File: config.mk
export PLATFORM = sky130hd
export DESIGN_NAME = seq_and_tracker
export DESIGN_NICKNAME = d
export VERILOG_FILES = /design/src/rtl/seq_and_tracker.sv
export SDC_FILE = /design/constraint.sdc
export NUM_CORES = 1
export LEC_CHECK = 0
export ABC_AREA = 1
export CAP_MARGIN = 0
export CORE_UTILIZATION = 51
export CTS_BUF_LIST = sky130_fd_sc_hd__clkbuf_8
export CTS_CLUSTER_SIZE = 14
export DETAILED_ROUTE_END_ITERATION = 8
export HOLD_SLACK_MARGIN = 0.03
export PLACE_DENSITY = 0.8
export SLEW_MARGIN = 0
export SYNTH_ARGS = -nofsm -noshare
export SYNTH_HDL_FRONTEND = slang
export SYNTH_SLANG_ARGS = --single-unit
File: constraint.sdc
create_clock -name clk -period 4.1 [get_ports clk]
set_clock_uncertainty 0.1 [all_clocks]
set_input_delay 0.615 -clock clk [delete_from_list [all_inputs] [get_ports clk]]
set_output_delay 0.615 -clock clk [all_outputs]
set_load 0.03 [all_outputs]
File: src/rtl/seq_and_tracker.sv
// seq_and_tracker: pipelined hardware monitor for
//   (a ##1 (b, vxa=data, vy=data1) ##GAP c) and (d ##B_DLY (1, vxb=data) ##0 (e==vxb))
//   ##1 (sel_var == data2)
// One attempt may start every cycle. Stage k of the pipeline holds the attempt
// that is k cycles old; all checks for age k are made against the current
// inputs at the edge that ends that cycle.
//
// Valid/ready note: this block has no handshakes. match/fail are single-cycle
// registered pulses; match_val holds the last matching capture.
module seq_and_tracker #(
  parameter int WIDTH        = 8,
  parameter int GAP          = 1,   // >= 1
  parameter int B_DLY        = 1,   // 1 .. GAP+1
  parameter int CHK_SEL      = 0,   // 0: vy, 1: vxa, 2: vxb
  parameter int STRICT_START = 0,
  parameter int CNT_W        = 16
) (
  input  logic             clk,
  input  logic             rst_n,
  input  logic             en,
  input  logic             clr,
  input  logic             a,
  input  logic             b,
  input  logic             c,
  input  logic             d,
  input  logic [WIDTH-1:0] e,
  input  logic [WIDTH-1:0] data,
  input  logic [WIDTH-1:0] data1,
  input  logic [WIDTH-1:0] data2,
  output logic             match,
  output logic [WIDTH-1:0] match_val,
  output logic             fail,
  output logic [2:0]       fail_code,
  output logic [CNT_W-1:0] match_cnt,
  output logic [CNT_W-1:0] fail_cnt,
  output logic             busy
);

  // Number of pipeline stages: ages 1 .. GAP+2.
  localparam int NS = GAP + 2;
  // Sum width for the failure counter: wide enough for counter + per-cycle failures.
  localparam int SW = ((CNT_W > 8) ? CNT_W : 8) + 1;
  localparam logic [SW-1:0] SAT = {{(SW-CNT_W){1'b0}}, {CNT_W{1'b1}}};

  logic [NS:1]      valid_q, valid_d;
  logic [WIDTH-1:0] vxa_q [1:NS];
  logic [WIDTH-1:0] vxa_d [1:NS];
  logic [WIDTH-1:0] vy_q  [1:NS];
  logic [WIDTH-1:0] vy_d  [1:NS];
  logic [WIDTH-1:0] vxb_q [1:NS];
  logic [WIDTH-1:0] vxb_d [1:NS];
  logic [2:0]       code_s [1:NS];

  logic             match_q, match_d;
  logic             fail_q, fail_d;
  logic [2:0]       fail_code_q, fail_code_d;
  logic [WIDTH-1:0] match_val_q, match_val_d;
  logic [CNT_W-1:0] match_cnt_q, match_cnt_d;
  logic [CNT_W-1:0] fail_cnt_q, fail_cnt_d;

  logic             start;
  logic             strict_fail;
  logic [WIDTH-1:0] sel_var;
  logic             final_ok;
  logic [SW-1:0]    nfail;
  logic [SW-1:0]    fail_sum;

  // Start detection and the optional strict-start failure (age 0).
  always_comb begin
    start       = en & a & d;
    strict_fail = (STRICT_START != 0) & en & (a ^ d);
  end

  // Select which capture of the oldest stage takes part in the final compare.
  always_comb begin
    sel_var = vy_q[NS];
    if (CHK_SEL == 1) sel_var = vxa_q[NS];
    else if (CHK_SEL == 2) sel_var = vxb_q[NS];
    final_ok = (sel_var == data2);
  end

  // Per-stage failure code; later assignments are lower codes so the lowest wins.
  always_comb begin
    for (int k = 1; k <= NS; k++) begin
      code_s[k] = 3'd0;
      if (valid_q[k]) begin
        if (k == NS) begin
          if (!final_ok) code_s[k] = 3'd5;
        end else begin
          if ((k == GAP + 1) && !c)         code_s[k] = 3'd4;
          if ((k == B_DLY) && (e != data))  code_s[k] = 3'd3;
          if ((k == 1) && !b)               code_s[k] = 3'd2;
        end
      end
    end
  end

  // Pipeline advance: survivors shift one stage, captures land in the next stage.
  always_comb begin
    valid_d[1] = start;
    vxa_d[1]   = '0;
    vy_d[1]    = '0;
    vxb_d[1]   = '0;
    for (int k = 2; k <= NS; k++) begin
      valid_d[k] = valid_q[k-1] & (code_s[k-1] == 3'd0);
      vxa_d[k]   = (k - 1 == 1)     ? data  : vxa_q[k-1];
      vy_d[k]    = (k - 1 == 1)     ? data1 : vy_q[k-1];
      vxb_d[k]   = (k - 1 == B_DLY) ? data  : vxb_q[k-1];
    end
  end

  // Result pulses, oldest-failure code and saturating counters.
  always_comb begin
    match_d     = valid_q[NS] & final_ok;
    match_val_d = match_d ? sel_var : match_val_q;
    nfail       = {{(SW-1){1'b0}}, strict_fail};
    fail_code_d = strict_fail ? 3'd1 : 3'd0;
    for (int k = 1; k <= NS; k++) begin
      if (code_s[k] != 3'd0) begin
        nfail       = nfail + {{(SW-1){1'b0}}, 1'b1};
        fail_code_d = code_s[k];
      end
    end
    fail_d   = (fail_code_d != 3'd0);
    fail_sum = {{(SW-CNT_W){1'b0}}, fail_cnt_q} + nfail;

    if (clr) begin
      match_cnt_d = '0;
      fail_cnt_d  = '0;
    end else begin
      match_cnt_d = (match_d && (match_cnt_q != {CNT_W{1'b1}})) ? match_cnt_q + 1'b1
                                                                 : match_cnt_q;
      fail_cnt_d  = (fail_sum > SAT) ? {CNT_W{1'b1}} : fail_sum[CNT_W-1:0];
    end
  end

  // State registers with synchronous active-low reset.
  always_ff @(posedge clk) begin
    if (!rst_n) begin
      valid_q     <= '0;
      match_q     <= 1'b0;
      fail_q      <= 1'b0;
      fail_code_q <= 3'd0;
      match_val_q <= '0;
      match_cnt_q <= '0;
      fail_cnt_q  <= '0;
      for (int k = 1; k <= NS; k++) begin
        vxa_q[k] <= '0;
        vy_q[k]  <= '0;
        vxb_q[k] <= '0;
      end
    end else begin
      valid_q     <= valid_d;
      match_q     <= match_d;
      fail_q      <= fail_d;
      fail_code_q <= fail_code_d;
      match_val_q <= match_val_d;
      match_cnt_q <= match_cnt_d;
      fail_cnt_q  <= fail_cnt_d;
      for (int k = 1; k <= NS; k++) begin
        vxa_q[k] <= vxa_d[k];
        vy_q[k]  <= vy_d[k];
        vxb_q[k] <= vxb_d[k];
      end
    end
  end

  assign match     = match_q;
  assign match_val = match_val_q;
  assign fail      = fail_q;
  assign fail_code = fail_code_q;
  assign match_cnt = match_cnt_q;
  assign fail_cnt  = fail_cnt_q;
  assign busy      = |valid_q;

endmodule

==> flow_metrics.env <==
export IMPL_status="completed"
export IMPL_core_area_um2=6350
export IMPL_fin_area_um2=4460
export IMPL_clockBufferDepth=2
export IMPL_hp_class="reg -> reg"
export IMPL_grt_pass1_wl_mm=13.2
export IMPL_die_w_um=82.9
export IMPL_final_nets=607
export IMPL_ios=86
export IMPL_timing_final_ws_setup_ps=421
export IMPL_slowest_stage="clkdlybuf4s50_1"
export IMPL_yosysMostFrequentCell="nand2_1"
export IMPL_syn_to_final_growth_pct=33.6
export IMPL_firstDrtPassIters=5
export IMPL_ys_flop_type="dfxtp_1"
export IMPL_clock_sinks=64
export IMPL_vias=3191
export IMPL_ff2ff_setup_slack_ps=1070
export IMPL_power_leakage_nw=1.91
export IMPL_cts_buffers=9
export IMPL_grt_overflow=0
export IMPL_start_util_pct=52.6
export IMPL_htree_levels=3
export IMPL_yosysUniqueCellTypes=31
export IMPL_holdPathStages=2
export IMPL_pre_cts_ws_ps=79.9
export IMPL_dr_first_iter_drc_count=150
export IMPL_rsz0062_at_grt="no"
export IMPL_cts_hold_buf=0
export IMPL_max_freq_ghz=0.272
export IMPL_period_share_pct=89.7
export IMPL_ant_nets=0
export IMPL_wl_mm=7.78
export IMPL_routedWlPerCell_um=12.1
export IMPL_rows=29
export IMPL_cpMostUsedCell="inv_1"
export IMPL_post_cts_buffers=0
export IMPL_worst_pin_slew_ps=643
export IMPL_slowest_delay_ps=480
export IMPL_drive_gt1_share_pct=8.67
export IMPL_crit_required_ps=4270
export IMPL_start_kind="input pin"
export IMPL_hold_end="vy_q[1][11]"
export IMPL_grtUsageTotal_pct=23.3
export IMPL_cap_violations=0
export IMPL_synth_edff_count=0
export IMPL_synthArstFlopShare_pct=0
export IMPL_r2r_start="vy_q[1][9]"
export IMPL_vdd_drop_max_mv=0.303
export IMPL_finalHoldViolCount=0
export IMPL_slew_headroom_pct=57.0
export IMPL_setup_viol=0
export IMPL_dpl_hpwl_mm=5.49
export IMPL_synthTopCellsByCount="nand2_1 (147), inv_1 (70), dfxtp_1 (64)"
export IMPL_synth_seq_cells=64
export IMPL_p_per_area_nw_per_um2=302
export IMPL_clock_latency_ps=340
export IMPL_place_area_um2=4230
export IMPL_ctsResizeCount=0
export IMPL_synth_warnings=0
export IMPL_avgSynthCellArea_um2=7.06
export IMPL_worstPathCellList="clkdlybuf4s50_1 > xnor2_1 > nand2_1 > nor2_1 > nand3_1 > nand2_1 > inv_1 > ha_1 > xor2_1 > inv_1 > ha_1 > inv_1 > fa_1 > o22ai_4 > nand2_4 > nor2_4 > nand3_2 > inv_1 > nor2_1 > nor2_1"
export IMPL_synth_top_cell_area_share_pct=38.4
export IMPL_root_buffer="clkbuf_8"
export IMPL_worstSetupPathType="in -> reg"
export IMPL_cts_reportedPaths_clkPinSlew_ps=70
export IMPL_synth_cells=473
export IMPL_io_buffers=85
export IMPL_gp_congestion=0.823
export IMPL_min_from="vy_q[1][3]"
export IMPL_die_area_um2=6870
export IMPL_antenna_found_initial=0
export IMPL_cts_tree="built"
export IMPL_synth_area_leaders="dfxtp_1 (38%), nand2_1 (17%), inv_1 (7.9%)"
export IMPL_remaining_drc_errors=0
export IMPL_die_h_um=82.9
export IMPL_drt_vias_per_instance=4.97
export IMPL_cp_arrival_ps=3850
export IMPL_yosysSeqAreaShare_pct=38.4
export IMPL_cp_end_kind="flip-flop"
export IMPL_slew_violations=0
export IMPL_synth_top_area_cell="dfxtp_1"
export IMPL_num_antenna_cells=0
export IMPL_tns_ps=0
export IMPL_reg2reg_depth=19
export IMPL_reg2reg_to="fail_cnt[9]"
export IMPL_final_min_clock_period_ps=3680
export IMPL_synth_fp_nets=520
export IMPL_grt_pass1_vias=3091
export IMPL_grt_max_degree=29
export IMPL_post_synth_instance_area_um2=3340
export IMPL_cp_max_fo=14
-- layout make-up --
cell class / instances / area, um^2
inverter: 73 / 274
tap: 77 / 96.3
fill: 491 / 1890
timing repair buffer: 86 / 858
clock buffer: 10 / 138
clock inverter: 6 / 92.6
multi-input combinational: 326 / 1720
sequential: 64 / 1280
-- routing by layer --
metal  global-route usage [%]  wire (um)  vias to the layer above
met5                        0          0                        -
met4                     7.37         61                        0
met3                     5.17        408                       11
met2                     40.9       3950                       93
met1                     28.1       3360                     1452
li1                         -          -                     1635
-- critical path, delay by kind of cell --
family / cells / cell delay (ps)
AOI/OAI and AO/OA: 1 / 220
xor gates and xnor gates: 2 / 300
adders and majority gates: 3 / 920
buffers and inverters: 5 / 820
and+or+nand+nor: 9 / 970
-- power breakdown --
group	total [mW]	switching, mW	leakage [nW]	internal, mW
logic	0.0916	0.0409	1.28	0.0507
clock network	0.621	0.260	0.109	0.361
registers	0.634	0.00403	0.519	0.630
-- flip-flops by register name, summed over array words and instances, names as in the netlist --
register   count
match_cnt     16
fail_cnt      16
valid_q        3
fail           1
match_val      8
match          1
vy_q          16
fail_code      3
-- kinds of logic (layout without fill, tap and decap cells) --
kind of cell,after synthesis,after routing,synth area share (%)
AND/OR/NAND/NOR,249,249,33.3
buffers and inverters,83,175,10.1
flip-flops,64,64,38.4
AO/OA/AOI/OAI,44,44,8.51
XOR/XNOR,26,26,6.82
adder cells (fa/ha/maj),7,7,2.85
-- stage by stage --
stage | hold WS (ps) | utilization [%] | instances | power (mW)
after floorplan | 290 | - | 473 | 0.690
after global placement | 292 | 66.6 | 626 | 0.737
after detailed placement | 301 | 66.6 | 626 | 0.739
after CTS | 320 | 70.2 | 642 | 1.36
after global routing | 341 | 70.2 | 642 | 1.40
final | 319 | 70.2 | 642 | 1.35
-- how the worst max path moves through the flow --
stage                         to  startpoint  slack (ps)  depth (start not counted)
global placement     fail_cnt[9]     data[1]         210                         20
detailed placement   fail_cnt[0]        e[1]          80                         20
CTS                  fail_cnt[9]        e[1]         410                         20
finish               fail_cnt[9]        e[1]         420                         20
floorplan           fail_cnt[13]     data[0]         910                         18
global route         fail_cnt[9]     data[0]         140                         20
-- cells in the final DEF (no fill, tap or decap) --
master / synthesis / final
nand2_1: 147 / 147
clkdlybuf4s50_1: 0 / 85
inv_1: 70 / 70
dfxtp_1: 64 / 64
nor2_1: 42 / 42
nand3_1: 26 / 26
a21oi_1: 24 / 24
xnor2_1: 14 / 14
a21oi_2: 13 / 13
xor2_1: 12 / 12
nand4_1: 11 / 11
clkbuf_8: 0 / 10
ha_1: 6 / 6
nor2_4: 5 / 5
o21ai_0: 5 / 5
nand2_2: 4 / 4
inv_2: 3 / 3
nor3_1: 3 / 3
nand2_4: 2 / 2
nand3_2: 2 / 2
nor3b_1: 2 / 2
nand3b_1: 2 / 2
clkinv_4: 0 / 2
clkinvlp_4: 0 / 2
bufinv_16: 0 / 2
o21ai_1: 1 / 1
o22ai_4: 1 / 1
nor2_2: 1 / 1
nand4_4: 1 / 1
and2b_1: 1 / 1
fa_1: 1 / 1
buf_4: 2 / 1
No activity file was read; power rests on OpenSTA's default activity.
